`config.mk`:
```
export PLATFORM = sky130hd
export DESIGN_NAME = dom_conv_src
export DESIGN_NICKNAME = d
export VERILOG_FILES = /design/src/rtl/dom_conv_src.sv
export SDC_FILE = /design/constraint.sdc
export NUM_CORES = 1
export LEC_CHECK = 0
export CELL_PAD_IN_SITES_DETAIL_PLACEMENT = 0
export CELL_PAD_IN_SITES_GLOBAL_PLACEMENT = 1
export CORE_ASPECT_RATIO = 1.5
export CORE_MARGIN = 2
export CORE_UTILIZATION = 46
export CTS_BUF_LIST = sky130_fd_sc_hd__clkbuf_16
export DETAILED_ROUTE_END_ITERATION = 6
export GPL_TIMING_DRIVEN = 1
export MAX_ROUTING_LAYER = met4
export PLACE_DENSITY = 0.78
export SYNTH_ARGS = -nofsm -noshare
export SYNTH_HDL_FRONTEND = slang
export SYNTH_SLANG_ARGS = --single-unit
```
`constraint.sdc`:
```
create_clock -name clk -period 13 [get_ports clk]
set_clock_uncertainty 0.15 [all_clocks]
set_input_delay 2.6 -clock clk [delete_from_list [all_inputs] [get_ports clk]]
set_output_delay 2.6 -clock clk [all_outputs]
set_load 0.005 [all_outputs]
```
`src/rtl/dom_conv_src.sv`:
```
// Source side of the domain-conversion interface: buffers tagged samples in a shared FIFO
// and emits them in order with frame sequencing, sample offsets and per-block pending status.
module dom_conv_src #(
  parameter int I_DATA_WIDTH   = 32,
  parameter int I_FDSSI_WIDTH  = 8,
  parameter int I_SSI_WIDTH    = 4,
  parameter int I_SAM_OFFSET   = 6,
  parameter int FIFO_NUM_O_BLK = 4,
  parameter int FIFO_DEPTH     = 8,
  parameter int BLK_W          = (FIFO_NUM_O_BLK > 1) ? $clog2(FIFO_NUM_O_BLK) : 1
) (
  input  logic                      clk,
  input  logic                      rst,
  input  logic                      in_valid,
  output logic                      in_ready,
  input  logic [I_DATA_WIDTH-1:0]   in_data,
  input  logic [BLK_W-1:0]          in_blk,
  input  logic                      in_last,
  input  logic [I_FDSSI_WIDTH-1:0]  in_fdssi,
  output logic                      valid_o,
  input  logic                      ready_o,
  output logic [I_DATA_WIDTH-1:0]   data_o,
  output logic                      wt_o,
  output logic [I_FDSSI_WIDTH-1:0]  FDSSI_o,
  output logic [I_SSI_WIDTH-1:0]    SSI_o,
  output logic [I_SAM_OFFSET-1:0]   s_o,
  output logic [FIFO_NUM_O_BLK-1:0] FDSTI_o_all,
  output logic                      err_o
);

  localparam int AW = (FIFO_DEPTH > 1) ? $clog2(FIFO_DEPTH) : 1;
  localparam int CW = $clog2(FIFO_DEPTH + 1);
  localparam logic [CW-1:0] FULL_CNT = CW'(FIFO_DEPTH);

  typedef struct packed {
    logic [I_DATA_WIDTH-1:0]  data;
    logic [BLK_W-1:0]         blk;
    logic                     last;
    logic [I_FDSSI_WIDTH-1:0] fdssi;
  } entry_t;

  entry_t                    mem_q [FIFO_DEPTH];
  entry_t                    head_s;
  entry_t                    wr_entry_s;
  logic [AW-1:0]             wr_ptr_q;
  logic [AW-1:0]             rd_ptr_q;
  logic [CW-1:0]             count_q;
  logic [CW-1:0]             count_d;
  logic [CW-1:0]             blk_cnt_q [FIFO_NUM_O_BLK];
  logic [CW-1:0]             blk_cnt_d [FIFO_NUM_O_BLK];
  logic [FIFO_NUM_O_BLK-1:0] fdsti_q;
  logic [FIFO_NUM_O_BLK-1:0] fdsti_d;
  logic [FIFO_NUM_O_BLK-1:0] inc_s;
  logic [FIFO_NUM_O_BLK-1:0] dec_s;
  logic                      valid_q;
  logic                      in_ready_q;
  logic                      err_q;
  logic [I_SSI_WIDTH-1:0]    ssi_q;
  logic [I_SAM_OFFSET-1:0]   s_q;
  logic                      push_s;
  logic                      blk_ok_s;
  logic                      wr_s;
  logic                      pop_s;

  // Handshake decode, occupancy and per-block pending-count next state
  always_comb begin
    push_s     = in_valid && in_ready_q;
    blk_ok_s   = (int'(in_blk) < FIFO_NUM_O_BLK);
    wr_s       = push_s && blk_ok_s;
    pop_s      = valid_q && ready_o;
    head_s     = mem_q[rd_ptr_q];
    wr_entry_s = {in_data, in_blk, in_last, in_fdssi};
    inc_s      = '0;
    dec_s      = '0;
    fdsti_d    = '0;
    case ({wr_s, pop_s})
      2'b10:   count_d = count_q + CW'(1);
      2'b01:   count_d = count_q - CW'(1);
      default: count_d = count_q;
    endcase
    for (int b = 0; b < FIFO_NUM_O_BLK; b++) begin
      inc_s[b] = wr_s && (int'(in_blk) == b);
      dec_s[b] = pop_s && (int'(head_s.blk) == b);
      if (inc_s[b] && !dec_s[b]) begin
        blk_cnt_d[b] = blk_cnt_q[b] + CW'(1);
      end else if (dec_s[b] && !inc_s[b]) begin
        blk_cnt_d[b] = blk_cnt_q[b] - CW'(1);
      end else begin
        blk_cnt_d[b] = blk_cnt_q[b];
      end
      fdsti_d[b] = (blk_cnt_d[b] != '0);
    end
  end

  // FIFO storage, pointers, frame sequencing and status registers
  always_ff @(posedge clk or posedge rst) begin
    if (rst) begin
      for (int i = 0; i < FIFO_DEPTH; i++) begin
        mem_q[i] <= '0;
      end
      for (int b = 0; b < FIFO_NUM_O_BLK; b++) begin
        blk_cnt_q[b] <= '0;
      end
      wr_ptr_q   <= '0;
      rd_ptr_q   <= '0;
      count_q    <= '0;
      fdsti_q    <= '0;
      valid_q    <= 1'b0;
      in_ready_q <= 1'b0;
      err_q      <= 1'b0;
      ssi_q      <= '0;
      s_q        <= '0;
    end else begin
      if (wr_s) begin
        mem_q[wr_ptr_q] <= wr_entry_s;
        wr_ptr_q        <= wr_ptr_q + AW'(1);
      end
      // The offset counter restarts on the last sample of a frame
      if (pop_s) begin
        rd_ptr_q <= rd_ptr_q + AW'(1);
        if (head_s.last) begin
          s_q   <= '0;
          ssi_q <= ssi_q + I_SSI_WIDTH'(1);
        end else begin
          s_q   <= s_q + I_SAM_OFFSET'(1);
        end
      end
      if (push_s && !blk_ok_s) begin
        err_q <= 1'b1;
      end
      for (int b = 0; b < FIFO_NUM_O_BLK; b++) begin
        blk_cnt_q[b] <= blk_cnt_d[b];
      end
      count_q    <= count_d;
      fdsti_q    <= fdsti_d;
      valid_q    <= (count_d != '0);
      in_ready_q <= (count_d != FULL_CNT);
    end
  end

  assign in_ready    = in_ready_q;
  assign valid_o     = valid_q;
  assign data_o      = head_s.data;
  assign wt_o        = head_s.last;
  assign FDSSI_o     = head_s.fdssi;
  assign SSI_o       = ssi_q;
  assign s_o         = s_q;
  assign FDSTI_o_all = fdsti_q;
  assign err_o       = err_q;

endmodule

```
# --- Word level (Yosys, flattened, before mapping) ---
# Cells that the tools add are included.
op_classes:
  n_addsub: 14
  magnitude_cmp: 3
  eq_ne: 9
  n_mux: 16
  n_bitwise: 2
  reduce_logical: 35
ops:
  columns: ["operator", "n"]
  rows:
  - ["bitwise mux 344 bit", 1]
  - ["binary-select mux 43 bit (select 3 bit)", 1]
  - ["demux 43 bit (select 3 bit)", 1]
  - ["2-to-1 mux 43 bit", 3]
  - ["2-to-1 mux 4 bit", 8]
  - ["adder 4 x 1 -> 4 bit, second input constant", 6]
  - ["nonzero test 4 bit", 5]
  - ["subtractor 4 x 1 -> 4 bit, second input constant", 5]
  - ["logical AND 1 bit", 19]
  - ["equality test 2 bit, second input constant", 5]
  - [">= comparator 4 bit, second input constant", 2]
  - ["logical NOT 1 bit", 8]
  - ["inverter 3 -> 4 bit", 2]
  - ["one-hot mux 4 bit (2 select lines)", 1]
  - ["adder 3 x 1 -> 3 bit, second input constant", 2]
  - ["adder 6 x 1 -> 6 bit, second input constant", 1]
  - ["equality test 2 x 1 -> 1 bit, second input constant", 3]
  - ["2-to-1 mux 6 bit", 1]
  - ["logical NOT 2 bit", 2]
  - ["less-than comparator 4 x 1 -> 1 bit, second input constant", 1]
  - ["inequality test 4 bit, second input constant", 1]
  - ["AND reduction 2 bit", 1]
word_totals:
  regBits: 386
  inputBits: 47
  elab_cells: 123

# --- Longest topological paths before layout ---
# Gate-level depths: netlist (run 1).
depth:
  word_depth: 10
  ltp_mapped: 13
  mapped_depth_nobuf: 11

# --- Least setup slack after synthesis (run 1) ---
# Ideal clock, no wire load.
synth_path:
  path_type: "in2reg"
  from: "input in_valid"
  to: "register valid_q, in the netlist valid_o"
  setup_time_ns: 0.139
  arrival_ns: 4.748
  required_time_ns: 12.711
  slack_ns: 7.964
  cell_stages: 13
  path_buffers: 2
  path_cell_list: "and2_1 -> clkbuf_1 -> inv_1 -> buf_2 -> ha_1 -> xor2_1 -> ha_1 -> a21oi_1 -> xor2_1 -> nor2_1 -> xnor2_1 -> inv_1 -> or4_1"
synth_between:
  elab_chain_cells: 4
  word_cells_on_any_way: 5
  cone_classes: "2 x eq/ne; 1 x mux; 2 x reduce/logical"
synth_rtl:
  columns: ["item", "line", "text"]
  rows:
  - ["start, declared", "14", "input logic in_valid,"]
  - ["logical AND 1 bit (*)", "67", "push_s = in_valid && in_ready_q;"]
  - ["equality test 2 x 1 -> 1 bit or equality test 2 bit (tied branches)", "76", "case ({wr_s, pop_s})"]
  - ["one-hot mux 4 bit (2 select lines) (*)", "76", null]
  - ["named net count_d[2]", "48", "logic [CW-1:0] count_d;"]
  - ["nonzero test 4 bit (*)", "136", "valid_q <= (count_d != '0);"]
  - ["end signal, assigned", "136", null]
  - ["end, declared", "55", "logic valid_q;"]
# Mark *: on every way through the listed nets, which the timed path passes. The rest lies on a longest branch.
# A chain may end at the register's enable or synchronous reset.

# --- Final worst setup path (run 1) ---
layout_path:
  from: "register rd_ptr_q[0]"
  to: "output data_o[6]"
layout_between:
  elab_chain_cells: 4
layout_rtl:
  columns: ["item", "line", "text"]
  rows:
  - ["start, declared", "46", "logic [AW-1:0] rd_ptr_q;"]
  - ["start signal, assigned", "120", "rd_ptr_q <= rd_ptr_q + AW'(1);"]
  - ["inverter 3 -> 4 bit (not written as such)", "71", "head_s = mem_q[rd_ptr_q];"]
  - ["binary-select mux 43 bit (select 3 bit)", "71", null]
  - ["2-to-1 mux 43 bit (not written as such) (2 in a row)", "71", null]
  - ["end, declared", "22", "output logic [I_DATA_WIDTH-1:0] data_o,"]
# Every way passes these cells. The select of a mux whose other input is x is not followed.

==> results of run 1 <==
registers in the layout, summed over array words and instances, names as in the netlist:
register     cells
mem_q          344
blk_cnt_q       16
s_o              6
FDSTI_o_all      4
SSI_o            4
count_q          4
rd_ptr_q         3
wr_ptr_q         3
in_ready         1
valid_o          1
layer usage:
layer  vias up  part of all wire  GRT usage
li1       4447                 -          -
met1      5357              0.44     0.2622
met2       128              0.51     0.3285
met3        55             0.032    0.02923
met4         0             0.020    0.04885
met5         -                 0          -
worst max-delay path: stages, from the launching register on:
cell                              delay (ps)
sky130_fd_sc_hd__dfrtp_4                 970
sky130_fd_sc_hd__buf_4                   930
sky130_fd_sc_hd__mux4_2                  620
sky130_fd_sc_hd__mux2_2                  300
sky130_fd_sc_hd__clkdlybuf4s50_1         460
where the power goes:
part | internal, µW | switching, µW | total (µW)
clock network | 581 | 455 | 1040
registers | 1810 | 377 | 2190
logic | 1500 | 899 | 2400
total | 3890 | 1730 | 5620
cell families (layout without fill, tap and decap cells):
group | after synthesis | in the layout | share of synthesized area
other | 1 | 2 | 0.0002112
AO/OA/AOI/OAI | 52 | 52 | 0.02452
buffers and inverters | 87 | 202 | 0.02071
XOR/XNOR | 22 | 22 | 0.01085
AND/OR/NAND/NOR | 113 | 113 | 0.03339
adder cells (fa/ha/maj) | 15 | 15 | 0.01057
flip-flops | 386 | 386 | 0.5439
multiplexers | 477 | 477 | 0.3559
worst paths after layout:
check,start,end,cells past startpoint
setup / recovery,rd_ptr_q[0],data_o[6],4
min in group asynchronous,rst,SSI_o[3],3
hold reg to reg,SSI_o[3],SSI_o[3],1
hold / removal,SSI_o[3],SSI_o[3],1
max in group asynchronous,rst,rd_ptr_q[1],4
setup reg to reg,rd_ptr_q[0],FDSTI_o_all[1],7
through the flow:
stage          hold slack, ps  std cells
2_1_floorplan           294.5       1153
3_3_place_gp            312.5       1697
3_5_place_dp            317.5       1697
4_1_cts                 329.0       1763
5_1_grt                 352.4       1763
6_report                324.8       1764
placed cells by master (no fill, tap or decap), types with 13 or more instances in the layout:
master                            Yosys  final
sky130_fd_sc_hd__dfrtp_1            386    383
sky130_fd_sc_hd__mux4_2              84     84
sky130_fd_sc_hd__ha_1                15     15
sky130_fd_sc_hd__clkbuf_16            0     39
sky130_fd_sc_hd__inv_1               19     27
sky130_fd_sc_hd__clkdlybuf4s50_1      0    103
sky130_fd_sc_hd__nor2_1              32     29
sky130_fd_sc_hd__nand2_1             23     23
sky130_fd_sc_hd__buf_4                1     13
sky130_fd_sc_hd__mux2_2             388    388
final cells by class:
cell class              instances  area [µm²]
clock inverters                27       166.4
diodes                          1       2.502
well taps                     495       619.3
repair buffers                117        1149
flip-flops and latches        386        9668
clock buffers                  39       975.9
fillers                      3208       17880
inverters                      19       75.07
multi-input cells             680        7780
==> impl_metrics.ini, run 1 <==
[clock_tree]
cts_inserted_buffers = 38
cts.repair_timing.setup_buffer_count = 0
cts-resized-gates = 0
cts.htree.levels = 2
clk-insertion-delay-late_ps = 540
cts.clk_slew.worst_paths_ps = 60
clk_path_buf_depth = 3
cts-hold-fix-buffers = 0
cts.sink_count = 386
clockRootBuffer = sky130_fd_sc_hd__clkbuf_16
clock_tree_from_tritoncts = built

[logic_synthesis]
netlist.top_cell.by_area = sky130_fd_sc_hd__dfrtp_1
yosysMostFrequentCell = sky130_fd_sc_hd__mux2_2
syn_inst = 1153
post_synth.cell_area_avg_um2 = 15.40
synth_top_area_share = 0.5439
synthesis.yosys.warnings = 0
yosysUniqueCellTypes = 54
synth.top_cells.by_area = sky130_fd_sc_hd__dfrtp_1, sky130_fd_sc_hd__mux2_2, sky130_fd_sc_hd__mux4_2
yosys_most_used_dff = sky130_fd_sc_hd__dfrtp_1
synth-seq-area-share = 0.5439
async_flop_share = 1.000
synthesis.area_um2 = 17760
synth.cells.most_frequent = sky130_fd_sc_hd__mux2_2, sky130_fd_sc_hd__dfrtp_1, sky130_fd_sc_hd__mux4_2
syn-num-nets = 1215
yosys_register_bits = 386
synth_edf_count = 0

[place]
globalplace.congestion = 0.7810
place.port_buffers = 103
detailed_place.area_um2 = 19290
dp_hpwl_mm = 21.65
pre_cts_slack_ps = 6818

[setup_path]
setup_slack_of_the_worst_register_to_register_path_ps = 8850
kind_of_launch_point_of_the_worst_setup_path = register
crit_type = register to output port
critical_path_arrival_ps = 3830
setup.worst_path.end_class = output port
critPathMaxFanout = 51
critPathRequiredTime_ps = 10250

[grt]
grt_util_all_layers = 0.1994
grt_pass1_vias = 10910
overflow = 0
maximum_number_of_pins_on_one_net_before_global_route_repair = 165
grt_antenna_before_repair = 0
global_route_wire_length_before_repair_mm = 60.99

[sta]
timing.final.crit_period_ps = 6582
tns_ps = 0
worst_pin_slew_ps = 1124
final.period_utilization = 0.5063
finalHoldViolations = 0
timing.max_slew.rel_slack = 0.2485
grt_setup_unrepaired = false
timing.final.ws_setup_ps = 6418
drv_slew = 0
maxClockFrequency_mhz = 151.9
setup-violations-final = 0

[cells_and_area]
flow.area_growth_from_synthesis_pct = 15.07
nets = 1304
drive_gt1_frac = 0.4385
finish.utilization = 0.5333
postLayoutCellArea_um2 = 20440

[route]
drt_pre_antenna_iters = 4
detail_route.wirelength_mm = 37.12
detail_route.drc_violations = 0
wire_per_inst_um = 21.04
antenna_violating_nets_post_route = 0
dr.first_iter.drc_count = 389
drt-vias-per-instance = 5.662
via_count = 9987

[die]
floorplan.die.width_um = 164.4
fp-row-count = 88
die-area_um2 = 40230
floorplan.initialDensity = 0.4635
die-height_um = 244.7
core_area_um2 = 38320
ioPinCount = 105

[pwr]
cellPowerDensity_nw_per_um2 = 275.2
irDropWorstVdd_uv = 158.6
power.total_uw = 5624
leakage_uw = 0.008408

[worst_hold_path]
hold_path.class = register to register

[job]
maxCapViolCount = 0

[run_status]
status = complete, no violations
Power figures use the tool's default switching activity.
==> run 2, diff against run 1 <==
==> constraint.sdc (replaced) <==
create_clock -name clk -period 5.55 [get_ports clk]
set_clock_uncertainty 0.15 [all_clocks]
set_input_delay 1.11 -clock clk [delete_from_list [all_inputs] [get_ports clk]]
set_output_delay 1.11 -clock clk [all_outputs]
set_load 0.005 [all_outputs]
==> impl_metrics.ini, run 2 (same netlist as run 1, synthesis figures left out) <==
[grt]
grt_antenna_before_repair = 0
grt_pass1_vias = 10910
overflow = 0
maximum_number_of_pins_on_one_net_before_global_route_repair = 135
grt_util_all_layers = 0.2008
global_route_wire_length_before_repair_mm = 61.31

[die]
floorplan.die.width_um = 164.4
fp-row-count = 88
floorplan.initialDensity = 0.4635
die-area_um2 = 40230
die-height_um = 244.7
ioPinCount = 105
core_area_um2 = 38320

[cells_and_area]
finish.utilization = 0.5405
n_antenna_cell = 0
final_cells = 1775
nFillCells = 3175
drive_gt1_frac = 0.4516
nets = 1313
most_used_cells_in_the_layout_excluding_fill_and_tap_cells = sky130_fd_sc_hd__mux2_2, sky130_fd_sc_hd__dfrtp_1, sky130_fd_sc_hd__clkdlybuf4s50_1
max_flop_register = mem_q
largest_reg_flops = 344
postLayoutCellArea_um2 = 20710
mostFrequentLayoutCell = sky130_fd_sc_hd__mux2_2
flow.area_growth_from_synthesis_pct = 16.62

[route]
dr.first_iter.drc_count = 501
drt-vias-per-instance = 5.691
detail_route.drc_violations = 0
wire_per_inst_um = 21.13
via_count = 10100
antenna_violating_nets_post_route = 0
detail_route.wirelength_mm = 37.51
drt_pre_antenna_iters = 4

[setup_path]
reg2reg_from = rd_ptr_q[0]
timing.critical_path.slowest_cell_delay_ps = 930
critical_path_arrival_ps = 3170
critPathMaxFanout = 35
cp_cell_sequence = buf_4, mux4_2, mux2_2, clkdlybuf4s50_1
crit_path_top_delay_cell = sky130_fd_sc_hd__dfrtp_4
crit_type = register to output port
setup.worst_path.end_class = output port
kind_of_launch_point_of_the_worst_setup_path = register
critPathRequiredTime_ps = 4290
crit_start = rd_ptr_q[0]

[clock_tree]
cts-resized-gates = 0
cts.repair_timing.setup_buffer_count = 0
cts_inserted_buffers = 39
cts-hold-fix-buffers = 0
cts.sink_count = 386
clk-insertion-delay-late_ps = 530
cts.clk_slew.worst_paths_ps = 60
clk_path_buf_depth = 3
clockRootBuffer = sky130_fd_sc_hd__clkbuf_16
clock_tree_from_tritoncts = built
cts.htree.levels = 2

[sta]
setup-violations-final = 0
grt_setup_unrepaired = false
timing.final.crit_period_ps = 4431
finalHoldViolations = 0
drv_slew = 0
timing.max_slew.rel_slack = 0.3757
maxClockFrequency_mhz = 225.7
final.period_utilization = 0.7983
worst_pin_slew_ps = 934.3

[worst_hold_path]
hold_path.class = register to register
worst_hold_startpoint = SSI_o[3]

[pwr]
p_seq_frac = 0.382
power.net_switching_uw = 4148
leakage_uw = 0.008503
p_int_uw = 9339
irDropWorstVdd_uv = 318.7
cellPowerDensity_nw_per_um2 = 651.2
sw_share = 0.3075
share_of_power_burned_in_combinational_logic = 0.422
clock_power_share = 0.197

[place]
globalplace.congestion = 0.7462
place.port_buffers = 103
detailed_place.area_um2 = 19420
place_inst = 1705
dp_hpwl_mm = 22.46

[job]
maxCapViolCount = 0

[run_status]
status = complete, no violations
[run 2: worst max-delay path: cells and delay by family, from the launching register on]
kind     cells  cell delay (ps)
flops        1              930
buf+inv      2              830
mux          2              850
[run 2: worst paths after layout]
check / slack (ps) / cells after the start / end
max: 1120 / 4 / data_o[2]
min: 320 / 1 / SSI_o[3]
max reg2reg: 2060 / 7 / FDSTI_o_all[1]
min reg2reg: 320 / 1 / SSI_o[3]
max in group asynchronous: 3080 / 3 / mem_q[148]
min in group asynchronous: 960 / 2 / SSI_o[3]
[run 2: per-stage QoR]
step / setup slack (ps) / setup TNS, ps / hold slack, ps / power (µW)
after detailed placement: 1171 / 0 / 315.6 / 10970
final: 1119 / 0 / 317.3 / 13490
after global routing: 927.2 / 0 / 345.3 / 14360
after CTS: 1017 / 0 / 323.7 / 13680
after floorplan: -899.9 / -347380 / 294.5 / 8951
after global placement: 1266 / 0 / 311.4 / 10770
[run 2: final cells by class]
class                           count  area (µm²)  area share
Clock buffer                       41        1026     0.04954
Clock inverter                     29       262.8     0.01269
Inverter                           19       75.07    0.003625
Multi-Input combinational cell    680        7776      0.3755
Sequential cell                   386        9668      0.4668
Tap cell                          495       619.3     0.02990
Timing Repair Buffer              125        1284     0.06198
[run 2: metal layers]
metal	routed length, µm	GRT usage
met5	0	-
met4	767	0.05422
met3	1079	0.02873
met2	19300	0.3329
met1	16360	0.2604
[run 2: power by group through the flow]
stage | Combinational [µW] | Clock, µW | Sequential (µW)
4_1_cts | 5800 | 2720 | 5170
6_report | 5690 | 2650 | 5150
5_1_grt | 6170 | 2840 | 5350
2_1_floorplan | 4170 | 0 | 4780
3_3_place_gp | 5650 | 0 | 5120
3_5_place_dp | 5770 | 0 | 5200
